<file path="config.mk">
export PLATFORM = sky130hd
export DESIGN_NAME = uart_rx_ctrl
export DESIGN_NICKNAME = d
export VERILOG_FILES = /design/src/rtl/uart_rx_ctrl.sv
export SDC_FILE = /design/constraint.sdc
export NUM_CORES = 1
export LEC_CHECK = 0
export BUFFER_PORTS_ARGS = -buffer_cell sky130_fd_sc_hd__buf_2
export CAP_MARGIN = 10
export CORE_MARGIN = 4
export CORE_UTILIZATION = 38
export DETAILED_ROUTE_END_ITERATION = 8
export GPL_ROUTABILITY_DRIVEN = 0
export HOLD_SLACK_MARGIN = 0.15
export PLACE_DENSITY = 0.62
export SLEW_MARGIN = 20
export SYNTH_ARGS = -nofsm -noshare
export SYNTH_HDL_FRONTEND = slang
export SYNTH_SLANG_ARGS = --single-unit
</file>
<file path="constraint.sdc">
create_clock -name clk -period 2.5 [get_ports clk]
set_clock_uncertainty 0.05 [all_clocks]
set_input_delay 0.125 -clock clk [delete_from_list [all_inputs] [get_ports clk]]
set_output_delay 0.125 -clock clk [all_outputs]
set_load 0.05 [all_outputs]
</file>
<file path="src/rtl/uart_rx_ctrl.sv">
// rtl/uart_rx_ctrl.sv - UART receive frame controller driven by an oversample tick
module uart_rx_ctrl #(
    parameter int DATA_BITS  = 8,
    parameter int OVERSAMPLE = 16,
    parameter int PARITY_EN  = 0,
    parameter int PARITY_ODD = 0
) (
    input  logic                 clk,
    input  logic                 rst,
    input  logic                 tick,
    input  logic                 rx,
    output logic [DATA_BITS-1:0] rx_data,
    output logic                 rx_valid,
    input  logic                 rx_ready,
    output logic                 frame_err,
    output logic                 parity_err,
    output logic                 overrun,
    output logic                 busy
);

    localparam int SW = $clog2(OVERSAMPLE);
    localparam int BW = $clog2(DATA_BITS + 1);

    typedef enum logic [2:0] {
        S_IDLE,
        S_START,
        S_DATA,
        S_PARITY,
        S_STOP,
        S_BREAK
    } state_t;

    state_t                 state;
    state_t                 state_nxt;
    logic                   rx_meta;
    logic                   rx_s;
    logic [SW-1:0]          s_cnt;
    logic [BW-1:0]          bit_cnt;
    logic [DATA_BITS-1:0]   shift;
    logic                   parity_bad;
    logic                   s_mid;
    logic                   s_end;
    logic                   sample_bit;
    logic                   sample_par;
    logic                   deliver;
    logic                   do_ferr;
    logic                   do_perr;
    logic                   par_odd;

    assign s_mid   = (s_cnt == SW'(OVERSAMPLE / 2 - 1));
    assign s_end   = (s_cnt == SW'(OVERSAMPLE - 1));
    assign par_odd = (PARITY_ODD != 0);
    assign busy    = (state != S_IDLE);

    // Two-flop synchronizer for the asynchronous line; idles high
    always_ff @(posedge clk or posedge rst) begin
        if (rst) begin
            rx_meta <= 1'b1;
            rx_s    <= 1'b1;
        end else begin
            rx_meta <= rx;
            rx_s    <= rx_meta;
        end
    end

    // State register
    always_ff @(posedge clk or posedge rst) begin
        if (rst) begin
            state <= S_IDLE;
        end else begin
            state <= state_nxt;
        end
    end

    // Next-state and per-tick sampling strobes; nothing moves without a tick
    always_comb begin
        state_nxt  = state;
        sample_bit = 1'b0;
        sample_par = 1'b0;
        deliver    = 1'b0;
        do_ferr    = 1'b0;
        do_perr    = 1'b0;
        if (tick) begin
            case (state)
                S_IDLE: begin
                    if (!rx_s) state_nxt = S_START;
                end
                S_START: begin
                    if (s_mid) state_nxt = rx_s ? S_IDLE : S_DATA;
                end
                S_DATA: begin
                    if (s_end) begin
                        sample_bit = 1'b1;
                        if (bit_cnt == BW'(DATA_BITS - 1))
                            state_nxt = (PARITY_EN != 0) ? S_PARITY : S_STOP;
                    end
                end
                S_PARITY: begin
                    if (s_end) begin
                        sample_par = 1'b1;
                        state_nxt  = S_STOP;
                    end
                end
                S_STOP: begin
                    if (s_end) begin
                        state_nxt = S_IDLE;
                        if (!rx_s) begin
                            do_ferr   = 1'b1;
                            state_nxt = S_BREAK;
                        end else if (parity_bad) begin
                            do_perr = 1'b1;
                        end else begin
                            deliver = 1'b1;
                        end
                    end
                end
                S_BREAK: begin
                    if (rx_s) state_nxt = S_IDLE;
                end
                default: state_nxt = S_IDLE;
            endcase
        end
    end

    // Oversample and bit counters: restart on state entry, s_cnt also wraps per bit
    always_ff @(posedge clk or posedge rst) begin
        if (rst) begin
            s_cnt   <= '0;
            bit_cnt <= '0;
        end else if (tick) begin
            if (state_nxt != state || s_end) s_cnt <= '0;
            else                             s_cnt <= s_cnt + SW'(1);
            if (state_nxt != state) bit_cnt <= '0;
            else if (sample_bit)    bit_cnt <= bit_cnt + BW'(1);
        end
    end

    // Data shift register (LSB arrives first) and parity verdict for the frame
    always_ff @(posedge clk or posedge rst) begin
        if (rst) begin
            shift      <= '0;
            parity_bad <= 1'b0;
        end else begin
            if (sample_bit) shift <= {rx_s, shift[DATA_BITS-1:1]};
            if (sample_par)
                parity_bad <= ((^shift) ^ rx_s) != par_odd;
            else if (tick && state == S_IDLE)
                parity_bad <= 1'b0;
        end
    end

    // Output word holding register and single-cycle error pulses
    always_ff @(posedge clk or posedge rst) begin
        if (rst) begin
            rx_data    <= '0;
            rx_valid   <= 1'b0;
            frame_err  <= 1'b0;
            parity_err <= 1'b0;
            overrun    <= 1'b0;
        end else begin
            frame_err  <= do_ferr;
            parity_err <= do_perr;
            overrun    <= deliver && rx_valid && !rx_ready;
            if (deliver && (!rx_valid || rx_ready)) begin
                rx_data  <= shift;
                rx_valid <= 1'b1;
            end else if (rx_valid && rx_ready) begin
                rx_valid <= 1'b0;
            end
        end
    end

endmodule

</file>
==> results.md <==
* Total GRT Usage at 12.68%
* Fin crit share at 85.92%
* Seq/Total Area, Yosys at 46.55%
* Cell Area, Synth at 1833 µm²
* FFs w/ async S/R, synth at 100.0%
* Die Y-Extent at 77.45 µm
* Synth Warn # at 0
* Synthesized flop and latch total at 34
* Library cells used by synthesis at 48
* Die area at 5999 µm²
* Starting density of the core at 39.07%
* DR iter-0 viols at 102
* Share of the synthesized area in the top cell type at 43.69%
* CTS tree: built
* Area of the core at 4692 µm²
* Max clock buf depth at 2
* Root Driver: clkbuf_8
* CP max stage delay at 0.42 ns
* Psw at 0.0005234 W
* Crit. End Element: flip-flop
* Final Slew Violations at 0
* Routed len/inst at 14.94 µm
* Worst slew margin at 64.23%
* Grt total ovfl at 0
* Ys flop type: dfrtp_1
* WS Path Type: flip-flop to flip-flop
* Hold Path Class: primary input to flip-flop
* # setup viols final at 0
* Crit path max fanout at 11
* Internal power at 0.0009720 W
* Setup_tns at 0 ns
* Worst vdd ir at 0.4251 mV
* First-pass GRT wire length at 6037 µm
* Chip width at 77.45 µm
* Tmin final at 2.148 ns
* Antenna Nets Post-Route at 0
* Critical Path AT at 2.27 ns
* Largest net degree at the start of global routing at 35
* Max H-tree Level at 2
* I/O pin total at 18
* Number of synthesized flops with an enable pin at 0
* Post-Synthesis Cells at 155
* Antenna diodes at 0
* FMAX at 0.4655 GHz
* Fraction of layout cells with a size suffix above 1 at 33.71%
* Sequential share of power at 47.9%
* Clk sink count at 34
* LEAKAGE at 0.9963 nW
* Commonest non-fill, non-tap cells in the layout: dfrtp_1 (32), buf_2 (17), mux2_2 (16)
* Status: finished, final reports clean
* Worst slew pin tran at 0.5347 ns
* Power Density at 725.2 nW/µm²
* Via count at 1301
* Area Growth Syn to Fin at 12.49%
* IO buf count at 17
* Pwr Total at 0.001495 W
* CTS Buf Count at 5
* Synth area leader: dfrtp_1
* # rows at 25
* RSZ-0062 raised after global routing: false
* Fin util at 43.95%
* Most common cell after layout, fill and taps aside: dfrtp_1
* Drt via density at 5.608
* DRT Pass-1 Iters at 6
* Vias in the first global route at 1354
* Critical path launch point type: flip-flop
* Crit path cell chain: ha_1 > and3_2 > nand4_2 > nor2b_1 > buf_4 > mux2_2
* Max-Cap Viols at 0
* Syn Area/Cell at 11.83 µm²
* Synthesized net count at 162
* # DRC at 0
* Synth top area cells: dfrtp_1 (44%), mux2_2 (9.8%), xnor2_1 (3.8%), dfstp_2 (2.9%), buf_4 (2.0%)
* Final Hold Viols at 0
* Gate power share at 24.4%
* Crit path required time at 2.62 ns
* Dpl hpwl at 2410 µm
* Worst-Skew Late Latency at 0.29 ns
* CP max stage cell: dfrtp_1
* CTS clock-pin slew for the worst setup and hold paths at 0.06 ns
* Initial antenna violation count at 0
* Routed WL at 3466 µm
* Switching Fraction at 35.00%
* CTS resizes at 0
* Clock power frac at 27.8%
* Layout Nets at 184
cell families after synthesis:
family,count (synthesis),share of synthesized area [%]
simple gates,44,16.31
flops,34,46.55
compound gates,30,13.52
mux,18,10.92
buf+inv,16,5.324
xor+xnor,11,6.007
fa+ha+maj,2,1.365
through the flow:
stage,setup slack [ns],instance area [µm²],std cells,hold WS [ns]
3_5_place_dp,0.3890,1941,221,0.1835
4_1_cts,0.3600,2062,232,0.1620
5_1_grt,0.2346,2062,232,0.1740
3_3_place_gp,0.4797,1941,221,0.1812
6_report,0.3519,2062,232,0.1616
2_1_floorplan,0.7660,1833,155,0.07948
metal layers:
layer | part of all wire [%] | global-route usage [%] | vias up
met4 | 1.7 | 6.050 | 0
met2 | 51 | 21.16 | 30
met1 | 43 | 14.70 | 659
li1 | - | - | 605
met5 | 0 | 0 | -
met3 | 4.4 | 4.060 | 7
flip-flops by register name, indices dropped and copies added (netlist names):
signal      cells
rx_data         8
shift           8
bit_cnt         4
s_cnt           4
state           3
frame_err       1
overrun         1
parity_bad      1
parity_err      1
rx_meta         1
rx_s            1
rx_valid        1
power groups by stage:
| stage | clock [W] | combinational, W | sequential [W] |
|---|---|---|---|
| global placement | 0 | 0.000346 | 0.000717 |
| global route | 0.000454 | 0.000405 | 0.000728 |
| finish | 0.000415 | 0.000364 | 0.000716 |
| floorplan | 0 | 0.000377 | 0.000646 |
| CTS | 0.000423 | 0.000365 | 0.000713 |
| detailed placement | 0 | 0.000359 | 0.000724 |
final cells by class:
| class | count | area (µm²) |
|---|---|---|
| fill | 457 | 2630 |
| multi-input combinational | 105 | 882.1 |
| sequential | 34 | 853.3 |
| timing repair buffer | 23 | 137.6 |
| clock buffer | 7 | 86.33 |
| tap | 54 | 67.56 |
| inverter | 8 | 30.03 |
| clock inverter | 1 | 5.005 |
timing repair:
item | in CTS | in global routing
setup buffers | 0 | 0
hold endpoints to repair | 35 | 0
hold buffers | 3 | 0
path summary, 6_finish.rpt:
check,from,slack (ns),to,cells past startpoint
setup / recovery,s_cnt[0]$_DFFE_PP0P_,0.35,rx_data[0]$_DFFE_PP0P_,6
hold / removal,tick,0.16,s_cnt[1]$_DFFE_PP0P_,2
setup reg to reg,s_cnt[0]$_DFFE_PP0P_,0.35,rx_data[0]$_DFFE_PP0P_,6
hold reg to reg,rx_meta$_DFF_PP1_,0.31,rx_s$_DFF_PP1_,0
max in group asynchronous,rst,1.63,rx_s$_DFF_PP1_,4
min in group asynchronous,rst,0.43,parity_err$_DFF_PP0_,4
cell usage after synthesis, drive strengths merged (3+ instances only):
master and n:
buf 7, xnor2 8, mux2 16, inv 8, nand4 3, nand3 3
dfrtp 32, a21oi 5, o211ai 4, o21ai 6, nor2 6, nand2 10
nor3 8
worst max-delay path: cells and delay by family (launching register included):
kind          cells  cell delay [ns]
flops             1             0.42
fa+ha+maj         1             0.42
simple gates      3             0.61
mux               1             0.34
buf+inv           1             0.18
Power figures use the tool's default switching activity.
